[config.mk]
export PLATFORM = sky130hd
export DESIGN_NAME = arb_request_client_flat
export DESIGN_NICKNAME = d
export VERILOG_FILES = /design/src/rtl/arb_request_client_if.sv /design/src/rtl/arb_request_client.sv /design/src/flat_wrapper.sv
export SDC_FILE = /design/constraint.sdc
export NUM_CORES = 1
export LEC_CHECK = 0
export ABC_AREA = 1
export CAP_MARGIN = 0
export CELL_PAD_IN_SITES_DETAIL_PLACEMENT = 0
export CELL_PAD_IN_SITES_GLOBAL_PLACEMENT = 2
export CORE_MARGIN = 1.5
export CORE_UTILIZATION = 44
export CTS_BUF_LIST = sky130_fd_sc_hd__clkbuf_8 sky130_fd_sc_hd__clkbuf_16
export DETAILED_ROUTE_END_ITERATION = 6
export DONT_BUFFER_PORTS = 1
export PLACE_DENSITY_LB_ADDON = 0.15
export SLEW_MARGIN = 10
export SYNTH_ARGS = -nofsm -noshare
export SYNTH_HDL_FRONTEND = slang
export SYNTH_SLANG_ARGS = --single-unit
[constraint.sdc]
create_clock -name clk -period 5.3 [get_ports clk]
set_input_delay 0.53 -clock clk [delete_from_list [all_inputs] [get_ports clk]]
set_output_delay 0.53 -clock clk [all_outputs]
set_load 0.05 [all_outputs]
[src/rtl/arb_request_client_if.sv]
`default_nettype none
// +--------------------------------------------------------------------------+
// | arb_request_client_if : upstream, arbiter and downstream handshakes       |
// | Revision: 1.0                                                             |
// +--------------------------------------------------------------------------+
interface arb_request_client_if #(
  parameter int WIDTH = 64,
  parameter int DEPTH = 8
);
  localparam int CW = $clog2(DEPTH) + 1;

  logic             in_valid;
  logic             in_ready;
  logic [WIDTH-1:0] in_data;
  logic             in_tail;
  logic             req;
  logic             gnt;
  logic             out_valid;
  logic             out_ready;
  logic [WIDTH-1:0] out_data;
  logic             rel;
  logic [CW-1:0]    count;
  logic             err_gnt;

  modport slave (
    input  in_valid, in_data, in_tail, gnt, out_ready,
    output in_ready, req, out_valid, out_data, rel, count, err_gnt
  );

  modport master (
    output in_valid, in_data, in_tail, gnt, out_ready,
    input  in_ready, req, out_valid, out_data, rel, count, err_gnt
  );
endinterface
`default_nettype wire

[src/rtl/arb_request_client.sv]
`default_nettype none
// +--------------------------------------------------------------------------+
// | arb_request_client : per-port FIFO + locked request to round-robin arb   |
// | Revision: 1.0                                                             |
// +--------------------------------------------------------------------------+
module arb_request_client #(
  parameter int WIDTH = 64,
  parameter int DEPTH = 8
) (
  input  wire logic             clk,
  input  wire logic             rst_n,
  arb_request_client_if.slave   bus
);
  localparam int AW = $clog2(DEPTH);
  localparam int CW = AW + 1;

  typedef enum logic [1:0] {
    ST_IDLE = 2'd0,
    ST_REQ  = 2'd1,
    ST_LOCK = 2'd2
  } state_t;

  state_t         r_state;
  logic           r_req;
  logic           r_err;
  logic [AW-1:0]  r_wr_ptr;
  logic [AW-1:0]  r_rd_ptr;
  logic [CW-1:0]  r_count;
  logic [WIDTH:0] r_mem [DEPTH];

  logic           w_full;
  logic           w_nonempty;
  logic           w_push;
  logic           w_fire;
  logic [WIDTH:0] w_head;
  logic           w_head_tail;
  logic [CW-1:0]  w_count_nxt;

  assign w_full      = (r_count == CW'(DEPTH));
  assign w_nonempty  = (r_count != '0);
  assign w_push      = bus.in_valid & ~w_full;
  assign w_fire      = r_req & bus.gnt & bus.out_ready & w_nonempty;
  assign w_head      = r_mem[r_rd_ptr];
  assign w_head_tail = w_head[WIDTH];
  assign w_count_nxt = r_count + CW'(w_push) - CW'(w_fire);

  assign bus.in_ready  = ~w_full;
  assign bus.req       = r_req;
  assign bus.out_valid = r_req & bus.gnt & w_nonempty;
  assign bus.out_data  = w_head[WIDTH-1:0];
  assign bus.rel       = w_fire & w_head_tail;
  assign bus.count     = r_count;
  assign bus.err_gnt   = r_err;

  // Storage carries no reset; pointers and count define what is live.
  always_ff @(posedge clk) begin
    if (w_push) begin
      r_mem[r_wr_ptr] <= {bus.in_tail, bus.in_data};
    end
  end

  always_ff @(posedge clk or negedge rst_n) begin
    if (!rst_n) begin
      r_state  <= ST_IDLE;
      r_req    <= 1'b0;
      r_err    <= 1'b0;
      r_wr_ptr <= '0;
      r_rd_ptr <= '0;
      r_count  <= '0;
    end else begin
      r_count <= w_count_nxt;
      if (w_push) r_wr_ptr <= r_wr_ptr + AW'(1);
      if (w_fire) r_rd_ptr <= r_rd_ptr + AW'(1);
      if (bus.gnt & ~r_req) r_err <= 1'b1;

      case (r_state)
        ST_IDLE: begin
          // Look at the post-edge occupancy so a fresh flit requests in the cycle it appears.
          if (w_count_nxt != '0) begin
            r_state <= ST_REQ;
            r_req   <= 1'b1;
          end
        end
        ST_REQ: begin
          if (w_fire) begin
            if (!w_head_tail) begin
              r_state <= ST_LOCK;
            end else if (r_count == CW'(1)) begin
              r_state <= ST_IDLE;
              r_req   <= 1'b0;
            end
          end
        end
        ST_LOCK: begin
          if (w_fire && w_head_tail) begin
            if (r_count > CW'(1)) begin
              r_state <= ST_REQ;
            end else begin
              r_state <= ST_IDLE;
              r_req   <= 1'b0;
            end
          end
        end
        default: begin
          r_state <= ST_IDLE;
          r_req   <= 1'b0;
        end
      endcase
    end
  end
endmodule
`default_nettype wire

[src/flat_wrapper.sv]
// flat-port wrapper written by rule: the top's interface ports become plain ports
module arb_request_client_flat 
#(
  parameter int WIDTH = 64,
  parameter int DEPTH = 8
)
  (clk, rst_n, bus_in_valid, bus_in_data, bus_in_tail, bus_gnt, bus_out_ready, bus_in_ready, bus_req, bus_out_valid, bus_out_data, bus_rel, bus_count, bus_err_gnt);
  arb_request_client_if #(.WIDTH(WIDTH), .DEPTH(DEPTH)) bus_i ();
  input  wire logic clk;
  input  wire logic rst_n;
  input wire logic [$bits(bus_i.in_valid)-1:0] bus_in_valid;
  input wire logic [$bits(bus_i.in_data)-1:0] bus_in_data;
  input wire logic [$bits(bus_i.in_tail)-1:0] bus_in_tail;
  input wire logic [$bits(bus_i.gnt)-1:0] bus_gnt;
  input wire logic [$bits(bus_i.out_ready)-1:0] bus_out_ready;
  output wire logic [$bits(bus_i.in_ready)-1:0] bus_in_ready;
  output wire logic [$bits(bus_i.req)-1:0] bus_req;
  output wire logic [$bits(bus_i.out_valid)-1:0] bus_out_valid;
  output wire logic [$bits(bus_i.out_data)-1:0] bus_out_data;
  output wire logic [$bits(bus_i.rel)-1:0] bus_rel;
  output wire logic [$bits(bus_i.count)-1:0] bus_count;
  output wire logic [$bits(bus_i.err_gnt)-1:0] bus_err_gnt;
  assign bus_i.in_valid = bus_in_valid;
  assign bus_i.in_data = bus_in_data;
  assign bus_i.in_tail = bus_in_tail;
  assign bus_i.gnt = bus_gnt;
  assign bus_i.out_ready = bus_out_ready;
  assign bus_in_ready = bus_i.in_ready;
  assign bus_req = bus_i.req;
  assign bus_out_valid = bus_i.out_valid;
  assign bus_out_data = bus_i.out_data;
  assign bus_rel = bus_i.rel;
  assign bus_count = bus_i.count;
  assign bus_err_gnt = bus_i.err_gnt;
  arb_request_client #(.WIDTH(WIDTH), .DEPTH(DEPTH)) u_core (.clk(clk), .rst_n(rst_n), .bus(bus_i));
endmodule
# Word-level counts from Yosys, hierarchy flattened
# Memory sizes are Yosys's and may differ from the RTL's.
# Index checks and enable logic that the tools add are counted.
# W data, S select, Z words.
dict set report word_totals {
  ff_bits 14
  ram_bits 520
  in_bits 70
  output_inout_bits 73
  wordCells 54
  memories 1
}
dict set report classes {
  add_sub_neg 4
  magnitude_cmp 1
  eq_ne 11
  n_mux 16
  bitwise_logic 9
  n_reduce_logical 6
}
# memory words word_bits read_ports rd_clocked_by_memory_dff wr line
set mem_list {}
lappend mem_list {u_core.r_mem 8 65 1 0 1 arb_request_client.sv:29} ;# logic [WIDTH:0] r_mem [DEPTH];
# cell n
set ops {}
lappend ops {{$mux W2} 5}
lappend ops {{$ne A2 B1 Y1 const B} 5}
lappend ops {{$mux W1} 9}
lappend ops {{$reduce_bool A4 Y1} 2}
lappend ops {{$and A1 B1 Y1} 7}
lappend ops {{$add A3 B1 Y3 const B} 2}
lappend ops {{$pmux W2 S3} 1}
lappend ops {{$reduce_and A6 Y1} 1}
lappend ops {{$add A4 B1 Y4} 1}
lappend ops {{$eq A4 B1 Y1 const B} 1}
lappend ops {{$eq A4 B4 Y1 const B} 1}
lappend ops {{$gt A4 B1 Y1 const B} 1}
lappend ops {{$reduce_and A4 Y1} 1}
lappend ops {{$sub A4 B1 Y4} 1}
lappend ops {{$ne A3 B3 Y1 const B} 1}
lappend ops {{$pmux W1 S3} 1}
lappend ops {{$eq A2 B1 Y1 const B} 1}
lappend ops {{$eq A2 B2 Y1 const B} 1}
lappend ops {{$logic_not A2 Y1} 1}
lappend ops {{$ne A2 B2 Y1 const B} 1}
lappend ops {{$not A1 Y1} 2}
lappend ops {{$logic_and A1 B1 Y1} 1}

# Logic depth before layout (Yosys ltp)
dict set report logic_depth {
  ltp_word 8
  mapped_depth 16
  depth_no_buf 16
}

# Worst setup path before layout
# No wires, ideal clock.
dict set report synth_timing {
  kind {flip-flop to flip-flop}
  from {reg u_core.r_count[2] (netlist: u_core.bus.count[2])}
  to {mem u_core.r_mem[0][0] (netlist bit), enable pin}
  setup_ns 0.488
  t_arrival_ns 4.602
  t_required_ns 4.812
  path_slack_ns 0.210
  path_stages_with_launch 7
  n_path_buf 0
  period_less_slack_ns 5.090
  path_cell_list {dfrtp_1 > inv_1 > ha_1 > nand3_1 > nand2_1 > or2_2 > nor2_1}
}
dict set report synth_between {
  elab_chain_cells 5
}
# item line
set synth_rtl {}
lappend synth_rtl {{from (decl)} arb_request_client.sv:28} ;# logic [CW-1:0] r_count;
lappend synth_rtl {{from (signal assigned)} arb_request_client.sv:71} ;# r_count <= w_count_nxt;
lappend synth_rtl {{$eq A4 B4 Y1} arb_request_client.sv:39} ;# assign w_full = (r_count == CW'(DEPTH));
lappend synth_rtl {{$not A1 Y1} --}
lappend synth_rtl {{net bus_in_ready} flat_wrapper.sv:16} ;# output wire logic [$bits(bus_i.in_ready)-1:0] bus_in_ready;
lappend synth_rtl {{$and A1 B1 Y1} arb_request_client.sv:41} ;# assign w_push = bus.in_valid & ~w_full;
lappend synth_rtl {{$mux W1} arb_request_client.sv:57} ;# if (w_push) begin
lappend synth_rtl {{$mux W1 (not written as such)} arb_request_client.sv:58} ;# r_mem[r_wr_ptr] <= {bus.in_tail, bus.in_data};
lappend synth_rtl {{to (decl)} arb_request_client.sv:29}
# The timed path passes the listed nets, and every way through them passes these cells.

# Final worst setup path
dict set report layout_timing {
  from {reg u_core.r_rd_ptr[0]}
  to {out bus_out_data[33]}
}
dict set report layout_between {
  elab_chain_cells 1
}
# item line
set layout_rtl {}
lappend layout_rtl {{from (decl)} arb_request_client.sv:27} ;# logic [AW-1:0] r_rd_ptr;
lappend layout_rtl {{from (signal assigned)} arb_request_client.sv:73} ;# if (w_fire) r_rd_ptr <= r_rd_ptr + AW'(1);
lappend layout_rtl {{$mem_v2 Z8 W65} --}
lappend layout_rtl {{to (decl)} flat_wrapper.sv:19} ;# output wire logic [$bits(bus_i.out_data)-1:0] bus_out_data;
# No other way between the ends.

==> results.sh <==
export IMPL_min_path_type="in -> reg"
export IMPL_synth_warnings=0
export IMPL_dp_hpwl_mm=24.1
export IMPL_dr_first_iter_drc_count=812
export IMPL_ys_top_cells_by_area="edfxtp_1, nor2_1, o21ai_0, o22ai_1, a31oi_1"
export IMPL_ys_types=33
export IMPL_arrival_ns=3.51
export IMPL_clock_latency_ns=0.61
export IMPL_path_clk_slew_ns=0.06
export IMPL_grtUsageMet3_pct=3.92
export IMPL_viasPerCell=5.37
export IMPL_worst_setup_path_type="reg -> out"
export IMPL_path_buf_inv=3
export IMPL_reg2reg_depth=7
export IMPL_met2_usage_pct=33.3
export IMPL_worstHoldStart="bus_gnt"
export IMPL_synth_cell_area_um2=20900
export IMPL_holdWs_ns=0.0664
export IMPL_clockRootBuffer="clkbuf_16"
export IMPL_yosysMostFrequentCell="edfxtp_1"
export IMPL_end_kind="output port"
export IMPL_crit_slowest_cell="dfrtp_4"
export IMPL_cp_data_required_time_ns=4.77
export IMPL_synth_top_area_share_pct=74.7
export IMPL_grt_use_total_pct=20.1
export IMPL_routabilityCongestion=0.764
export IMPL_syn_area_per_cell_um2=13.1
export IMPL_drt_total_wl_mm=49.1
export IMPL_tightest_slew_ns=1.27
export IMPL_design_area_um2=24400
export IMPL_portBuffers=0
export IMPL_post_route_min_period_ns=4.04
export IMPL_fmax_ghz=0.248
export IMPL_crit_family="buffers and inverters"
export IMPL_reg2reg_to="u_core.r_mem[0][17]$_DFFE_PP_"
export IMPL_skew_ns=0.0242
export IMPL_place_inst=2174
export IMPL_cp_depth=7
export IMPL_hold_depth=2
export IMPL_placed_area_um2=21900
export IMPL_hold_end="u_core.bus.err_gnt$_DFFE_PN0P_"
export IMPL_grt_pass1_vias=12171
export IMPL_yosys_area_top_type="edfxtp_1"
export IMPL_ios=143
export IMPL_power_density_nw_per_um2=434
export IMPL_clock_power_share_pct=36.5
export IMPL_drc=9
export IMPL_start_kind="register"
export IMPL_grt_busiest_layer="met2"
export IMPL_r2r_start="u_core.bus.count[2]$_DFF_PN0_"
export IMPL_setup_viol=0
export IMPL_grt_pass1_wl_mm=75.3
export IMPL_worst_r2r_setup_slack_ns=1.71
export IMPL_synth_edf_count=520
export IMPL_final_nets=1771
export IMPL_wl_per_cell_um=20.9
export IMPL_cp_max_fo=161
export IMPL_p_leak_nw=8.31
export IMPL_power_switching_mw=2.75
export IMPL_finalSetupTns_ns=0
export IMPL_clockBufferDepth=3
export IMPL_combPwrFrac_pct=12.1
export IMPL_ys_ff_latch=534
export IMPL_via_count=12594
export IMPL_chipWidth_um=221
export IMPL_cts_sinks=534
export IMPL_synthCells=1593
export IMPL_power_internal_mw=7.84
export IMPL_met1_usage_pct=27.1
export IMPL_hold_violations=0
export IMPL_coreArea_um2=46700
export IMPL_synth_flop_cell="edfxtp_1"
export IMPL_drive_above_1_share_pct=10.5
export IMPL_seqPwrFrac_pct=51.4
export IMPL_relSlewSlack_pct=15.3
export IMPL_layout_cells_non_filler=2347
export IMPL_ctsResizeCount=0
export IMPL_dr_pass1_iters=7
export IMPL_grt_max_degree=162
export IMPL_status="finished, violations left"
export IMPL_die_h_um=221
export IMPL_dieArea_um2=48800
export IMPL_syn2layout_area_growth_pct=16.9
export IMPL_finalCritPeriodShare_pct=76.1
export IMPL_grt_antenna_before_repair=4
export IMPL_ir_drop_mv=0.245
export IMPL_rsz0062_at_grt="false"
export IMPL_tritoncts_num_buffers=56
export IMPL_antenna_left=0
export IMPL_cts_setup_buffers=0
export IMPL_drv_slew=0
export IMPL_failed_checks="design-rule violations"
export IMPL_ys_seq_area_share_pct=76.4
export IMPL_htreeDepth=2
export IMPL_cpPeakStageDelay_ns=0.70
export IMPL_fp_row_count=79
export IMPL_worstPathCellList="inv_8 > buf_4 > o21ai_0 > o22ai_1 > nor2_1 > a31oi_1 > buf_4"
export IMPL_switching_share_pct=26.0
export IMPL_crit_path_frequent_cell="buf_4"
export IMPL_overflow=0
export IMPL_cap_violations=0
export IMPL_start_util_pct=44.8
export IMPL_synthArstFlopShare_pct=2.62
export IMPL_synth_common_cells="edfxtp_1, nor2_1, o21ai_0, o22ai_1, a31oi_1"
export IMPL_cts_tree="done"
export IMPL_synth_net_count=1673
-- cell usage in the layout (no fill, tap or decap), types with 3 or more instances in the layout --
cell type,count
edfxtp_1,520
nor2_1,455
o21ai_0,206
dlygate4sd3_1,66
o22ai_1,65
buf_4,64
a31oi_1,62
clkbuf_16,56
o21ai_1,53
nand2_1,37
inv_1,33
clkinv_1,18
clkinv_2,13
dfrtp_1,12
ha_1,9
buf_12,9
nor2_4,8
bufinv_16,7
nand3_1,5
nand3_2,5
clkinvlp_4,5
nand4_1,4
nand2_2,3
xor2_1,3
-- layout make-up --
| type | count | area (um^2) |
|---|---|---|
| fill | 3957 | 22200 |
| sequential | 534 | 16000 |
| multi-input combinational | 928 | 4410 |
| clock buffer | 56 | 1400 |
| timing repair buffer | 139 | 1320 |
| tap | 607 | 759 |
| clock inverter | 49 | 420 |
| inverter | 32 | 133 |
| antenna | 2 | 5.00 |
-- what timing repair did --
item	in CTS	in global routing
hold buffers	66	0
setup endpoints to repair	0	0
hold endpoints to repair	534	0
-- registers in the layout, summed over array words and instances (netlist names) --
signal,count
u_core.r_rd_ptr,3
u_core.r_mem,520
u_core.r_wr_ptr,3
u_core.bus.err_gnt,1
u_core.bus.req,1
u_core.bus.count,4
u_core.r_state,2
-- layer usage --
metal / wire, um / vias to the layer above / share of wire (%)
met5: 23 / - / 0.047
met4: 925 / 4 / 1.9
met3: 2420 / 78 / 4.9
met2: 23800 / 239 / 48
met1: 21900 / 6274 / 45
li1: - / 5999 / -
-- logic make-up after synthesis --
group / share of synthesized area, %
flops: 76.4
simple gates: 9.69
compound gates: 10.2
buf+inv: 2.83
fa+ha+maj: 0.635
xor+xnor: 0.168
-- power groups by stage --
stage / Clock [mW] / Sequential (mW) / Combinational [mW]
5_1_grt: 4.10 / 5.49 / 1.40
3_5_place_dp: 0 / 5.54 / 1.22
3_3_place_gp: 0 / 5.53 / 1.22
2_1_floorplan: 0 / 5.56 / 0.735
6_report: 3.86 / 5.45 / 1.28
4_1_cts: 3.95 / 5.45 / 1.31
-- per-stage QoR --
stage | total power, mW | util, % | worst slack (ns)
5_1_grt | 11.0 | 52.3 | 1.08
6_report | 10.6 | 52.3 | 1.26
3_5_place_dp | 6.75 | 47.0 | 1.69
3_3_place_gp | 6.75 | 47.0 | 1.73
2_1_floorplan | 6.30 | - | 0.210
4_1_cts | 10.7 | 52.3 | 1.25
-- how the worst max path moves through the flow --
stage                                               from                             to  slack (ns)
after floorplan            u_core.bus.count[2]$_DFF_PN0_   u_core.r_mem[0][0]$_DFFE_PP_        0.21
after global placement     u_core.bus.count[2]$_DFF_PN0_  u_core.r_mem[0][14]$_DFFE_PP_        1.73
after detailed placement   u_core.bus.count[2]$_DFF_PN0_  u_core.r_mem[0][14]$_DFFE_PP_        1.69
after CTS                 u_core.r_rd_ptr[0]$_DFFE_PN0P_               bus_out_data[60]        1.25
after global routing      u_core.r_rd_ptr[0]$_DFFE_PN0P_               bus_out_data[36]        1.08
final                     u_core.r_rd_ptr[0]$_DFFE_PN0P_               bus_out_data[33]        1.26
No activity file was read; power rests on OpenSTA's default activity.
==> RTL edit 1, RTL diff (config.mk and constraints unchanged) <==
`DEPTH` is set to 8 in 3 places; all go to 16.
--- a/src/rtl/arb_request_client_if.sv
+++ b/src/rtl/arb_request_client_if.sv
@@ -7,3 +7,3 @@
   parameter int WIDTH = 64,
-  parameter int DEPTH = 8
+  parameter int DEPTH = 16
 );
--- a/src/rtl/arb_request_client.sv
+++ b/src/rtl/arb_request_client.sv
@@ -7,3 +7,3 @@
   parameter int WIDTH = 64,
-  parameter int DEPTH = 8
+  parameter int DEPTH = 16
 ) (
--- a/src/flat_wrapper.sv
+++ b/src/flat_wrapper.sv
@@ -4,3 +4,3 @@
   parameter int WIDTH = 64,
-  parameter int DEPTH = 8
+  parameter int DEPTH = 16
 )
Interface: changed (resized bus_count); port bits go from 143 to 144. No check against the original RTL was run, so the function may have changed too.
==> RTL edit 1 against the original RTL <==
  * Non-clock buffer count down 20
  * Sequential cell count up 523
  * Worst hold slack better by 0.014 ns
  * Core utilization down 1.7 points
  * Fmax down 0.37%
  * Total power up 81%
  * Wire length up 120%
  * Critical path depth down 1
  * Area after synthesis up 97%
  * Cell area up 91%
  * Sequential power up 89%
  * Via count up 98%
  * Worst setup slack worse by 0.015 ns
  * Largest power group unchanged
==> RTL edit 1: results (changes against the original RTL) <==
detailed_routing:
  drt_pre_antenna_iters: 5  # was 7
  met2_wirelength_um: 50900  # was 23800 um
  via_per_inst: 5.83  # was 5.37
  vias: 24900  # was 12600
  first_iter_violations: 2133  # was 812
  dr_wl_met3_um: 6270  # was 2420 um
  wl_met1_um: 46900  # was 21900 um
global_route:
  grt_use_total_pct: 22.5  # was 20.1%
  met2_usage_pct: 36.7  # was 33.3%
  grt_pass1_wl_um: 159000  # was 75300 um
  grt_max_degree: 166  # was 162
  antenna_found_initial: 11  # was 4
  gr-usage-met1_pct: 30.8  # was 27.1%
cells_and_area:
  drive_above_1_share_pct: 7.46  # was 10.5%
  largest_reg_flops: 1040  # was 520
placement:
  place_area_um2: 42600  # was 21900 um^2
  dp.cells: 4008  # was 2174
  dp_hpwl_um: 51500  # was 24100 um
  gp_congestion: 0.757  # was 0.764
power_and_ir_drop:
  peakVddDrop_mv: 0.287  # was 0.245 mV
  swShare_pct: 23.7  # was 26.0%
  netSwitchingPower_mw: 4.53  # was 2.75 mW
  powerSeq_mw: 10.3  # was 5.45 mW
sta:
  whs_ns: 0.0801  # was 0.0664 ns
  fin_skew_ns: 0.0221  # was 0.0242 ns
  period_share_pct: 76.4  # was 76.1%
  slew_headroom_pct: 26.4  # was 15.3%
logic_synthesis:
  synth_compound_area_share_pct: 12.3  # was 10.2%
  synth_xor_area_share_pct: 0.149  # was 0.168%
  ys_async_sr_fraction_pct: 1.61  # was 2.62%
  netlist_instances: 2927  # was 1593
  synth_area_leaders: "edfxtp_1 (76%), o21ai_0 (6.2%), nor2_1 (4.9%)"  # was edfxtp_1 (75%), nor2_1 (8.3%), o21ai_0 (4.9%)
  synth-edff-count: 1040  # was 520
  synth_fa_ha_area_share_pct: 0.414  # was 0.635%
  synth_fp_nets: 3010  # was 1673
clock_tree:
  h-tree-depth: 3  # was 2
  insertion_delay_ns: 0.67  # was 0.61 ns
  cts_hold_buf: 67  # was 66
  cts_buffers: 109  # was 56
hold_path:
  hold_start: "bus_in_valid"  # was bus_gnt
  hold_end: "u_core.r_wr_ptr[0]"  # was u_core.bus.err_gnt
setup_path:
  crit_path_max_incr_delay_ns: 0.65  # was 0.70 ns
  rr_worst_depth: 20  # was 7
  r2r_end: "u_core.bus.req"  # was u_core.r_mem[0][17]
  r2r_slack_ns: 1.44  # was 1.71 ns
status:
  status: "finished clean"  # was finished with violations
-- RTL edit 1: cell types whose count changed after synthesis, sizes merged, moves of 79 or more --
cell / unedited run / this run
clkbuf: 56 / 135
nand2: 40 / 129
o21ai: 259 / 515
nand3: 10 / 108
o221ai: 0 / 210
edfxtp: 520 / 1040
-- RTL edit 1: cell type report --
| class | count | area, um^2 |
|---|---|---|
| inverters | 36 | 153 |
| multi-input cells | 1620 | 8490 |
| repair buffers | 119 | 1420 |
| well taps | 1243 | 1560 |
| diodes | 4 | 10.0 |
| fillers | 7845 | 45500 |
| clock buffers | 109 | 2730 |
| flip-flops and latches | 1057 | 31700 |
| clock inverters | 90 | 683 |
-- RTL edit 1: cells by family after synthesis --
logic type               Yosys count
adder cells (fa/ha/maj)           13
buffers and inverters            250
AO/OA/AOI/OAI                    822
flip-flops                      1057
AND/OR/NAND/NOR                  778
XOR/XNOR                           7
==> RTL edit 2, RTL diff (same settings) <==
Made on the original files. Re-encode `state_t` (3 states) as one-hot, 3 bits wide.
--- a/src/rtl/arb_request_client.sv
+++ b/src/rtl/arb_request_client.sv
@@ -16,6 +16,6 @@
 
-  typedef enum logic [1:0] {
-    ST_IDLE = 2'd0,
-    ST_REQ  = 2'd1,
-    ST_LOCK = 2'd2
+  typedef enum logic [2:0] {
+    ST_IDLE = 3'b001,
+    ST_REQ  = 3'b010,
+    ST_LOCK = 3'b100
   } state_t;
Behaviour: no difference found for any inputs over 4 cycles, from zero or initial values and one cycle with rst_n low; so few cycles prove little.
==> RTL edit 2 against the original RTL <==
  * Area after synthesis rose by 0.52%
  * Wire length shrank 0.31%
  * Sequential cell count up 1
  * Cell area shrank 0.35%
  * Core utilization fell by 0.41 points
  * Worst setup slack better by 0.0034 ns
  * Die area up 0.51%
  * Count of clock-buffer cells in the layout increased by 2
  * Worst hold slack worse by 0.031 ns
  * Total power decreased by 3.8%
  * Register-to-register slack improved by 0.24 ns
  * Critical path type unchanged
  * Critical endpoint is now bus_out_data[55]
  * Largest cell class unchanged
==> RTL edit 2: results (changes against the original RTL) <==
status:
  status: "finished clean"  # was finished with violations
logic_synthesis:
  synth_fp_nets: 1674  # was 1673
  ys_async_sr_fraction_pct: 2.80  # was 2.62%
  synth_area_leaders: "edfxtp_1 (74%), nor2_1 (8.2%), o21ai_0 (5.1%)"  # was edfxtp_1 (75%), nor2_1 (8.3%), o21ai_0 (4.9%)
  yosysSeqAreaShare_pct: 76.2  # was 76.4%
  synth_top_cells_by_count: "edfxtp_1 (520), nor2_1 (459), o21ai_0 (216)"  # was edfxtp_1 (520), nor2_1 (463), o21ai_0 (206)
  ys_types: 34  # was 33
detailed_routing:
  drt_pre_antenna_iters: 5  # was 7
  wl_um: 49000  # was 49100 um
  vias: 12600  # about the same
  first_iter_violations: 840  # was 812
setup_path:
  rr_worst_depth: 8  # was 7
  r2r_end: "u_core.r_mem[3][14]"  # was u_core.r_mem[0][17]
  crit_path_max_incr_delay_ns: 0.86  # was 0.70 ns
  crit_arrival_ns: 3.50  # was 3.51 ns
  crit_start: "u_core.r_rd_ptr[0]"  # unchanged
  r2r_slack_ns: 1.95  # was 1.71 ns
  crit_family: "compound AO/OA/AOI/OAI gates"  # was buffers and inverters
  slowest_stage: "a31oi_1"  # was dfrtp_4
  setup.worst_path.end: "bus_out_data[55]"  # was bus_out_data[33]
  path_max_fanout: 118  # was 161
cells_and_area:
  fillCellCount: 4048  # was 3957
  largest_reg_flops: 520  # unchanged
  largest_register: "u_core.r_mem"  # unchanged
  n_antenna_cell: 0  # was 2
  drive_above_1_share_pct: 9.04  # was 10.5%
  finalNetCount: 1772  # was 1771
clock_tree:
  insertion_delay_ns: 0.60
  h-tree-depth: 2  # unchanged
  cts_buffers: 58  # was 56
power_and_ir_drop:
  peakVddDrop_mv: 0.275  # was 0.245 mV
  leakagePower_nw: 8.17  # was 8.31 nW
hold_path:
  min_path_type: "input port to flop"  # unchanged
placement:
  gp_congestion: 0.716  # was 0.764
  dp_hpwl_um: 24500  # was 24100 um
  place_area_um2: 21900  # about the same
global_route:
  grt_max_degree: 119  # was 162
  grt_pass1_wl_um: 76100  # was 75300 um
  grt_pass1_vias: 12900  # was 12200
  grt_use_total_pct: 20.2  # was 20.1%
  antenna_found_initial: 1  # was 4
sta:
  fin_skew_ns: 0.0105  # was 0.0242 ns
  tightest_slew_ns: 1.23  # was 1.27 ns
RTL edit 2: cell count changes in the layout (fill, tap and decap cells not counted), moves of 4 or more:
cell,before,now
buf_4,64,56
bufinv_16,7,2
clkinvlp_4,5,0
inv_1,33,54
nand3_1,5,9
o21ai_1,53,44
buf_12,9,13
o21ai_0,206,216
nor2_1,455,451
clkinv_1,18,11
clkinv_2,13,6
RTL edit 2: where the power goes:
part | leakage, nW | switching, mW | internal (mW) | total [mW]
Clock | 0.933 | 1.56 | 2.06 | 3.62
Sequential | 4.89 | 0.179 | 5.28 | 5.46
Combinational | 2.35 | 0.855 | 0.257 | 1.11
Total | 8.17 | 2.59 | 7.60 | 10.2
RTL edit 2: stage by stage:
step           hold slack (ns)  setup WS, ns  total power, mW  cells
5_1_grt                0.00178         0.997             10.6   2344
2_1_floorplan            0.234         0.247             6.19   1594
6_report                0.0349          1.27             10.2   2344
3_5_place_dp             0.235          1.78             6.60   2171
3_3_place_gp             0.235          1.79             6.59   2171
4_1_cts               0.000996          1.13             10.3   2344
RTL edit 2: worst reg2reg max path, delay by kind of cell (launching register included):
| kind | cells | cell delay, ns |
|---|---|---|
| fa+ha+maj | 1 | 0.23 |
| buf+inv | 3 | 1.08 |
| flops | 1 | 0.63 |
| simple gates | 4 | 0.96 |
RTL edit 2: layout make-up:
cell class	instances	area [um^2]	share of cell area [%]
sequential	535	16000	65.8
timing repair buffer	137	1360	5.59
clock buffer	58	1450	5.96
clock inverter	47	259	1.06
multi-input combinational	928	4370	18.0
inverter	32	133	0.545
tap	607	759	3.12
RTL edit 2: layer usage:
layer / track usage [%] / share of wire (%) / vias up
met2: 34.1 / 49 / 240
met4: 5.08 / 1.6 / 2
li1: - / - / 6020
met1: 27.4 / 45 / 6275
met5: 0 / 0.027 / -
met3: 3.16 / 4.2 / 60
RTL edit 2: how the worst min path moves through the flow:
stage | startpoint | end | slack [ns] | cells after the start
CTS | bus_in_data[17] | u_core.r_mem[0][17] | 0.001 | 0
floorplan | rst_n | u_core.bus.count[0] | 0.23 | 0
global route | bus_in_data[20] | u_core.r_mem[2][20] | 0.002 | 0
finish | bus_in_data[17] | u_core.r_mem[0][17] | 0.03 | 0
global placement | rst_n | u_core.bus.count[2] | 0.23 | 0
detailed placement | rst_n | u_core.bus.count[2] | 0.24 | 0
RTL edit 2: timing repair:
action	in CTS	in global routing
hold buffers	68	0
setup buffers	0	0
resized for setup	0	0
hold endpoints to repair	522	0
RTL edit 2: logic make-up (layout without fill, tap and decap cells):
logic type,count (synthesis),count (layout),share of synthesized area [%]
DFF,535,535,76.2
buffers and inverters,131,274,3.32
adders and majority gates,10,10,0.632
xor gates and xnor gates,4,4,0.167
and+or+nand+nor,521,521,9.55
AOI/OAI and AO/OA,393,393,10.2
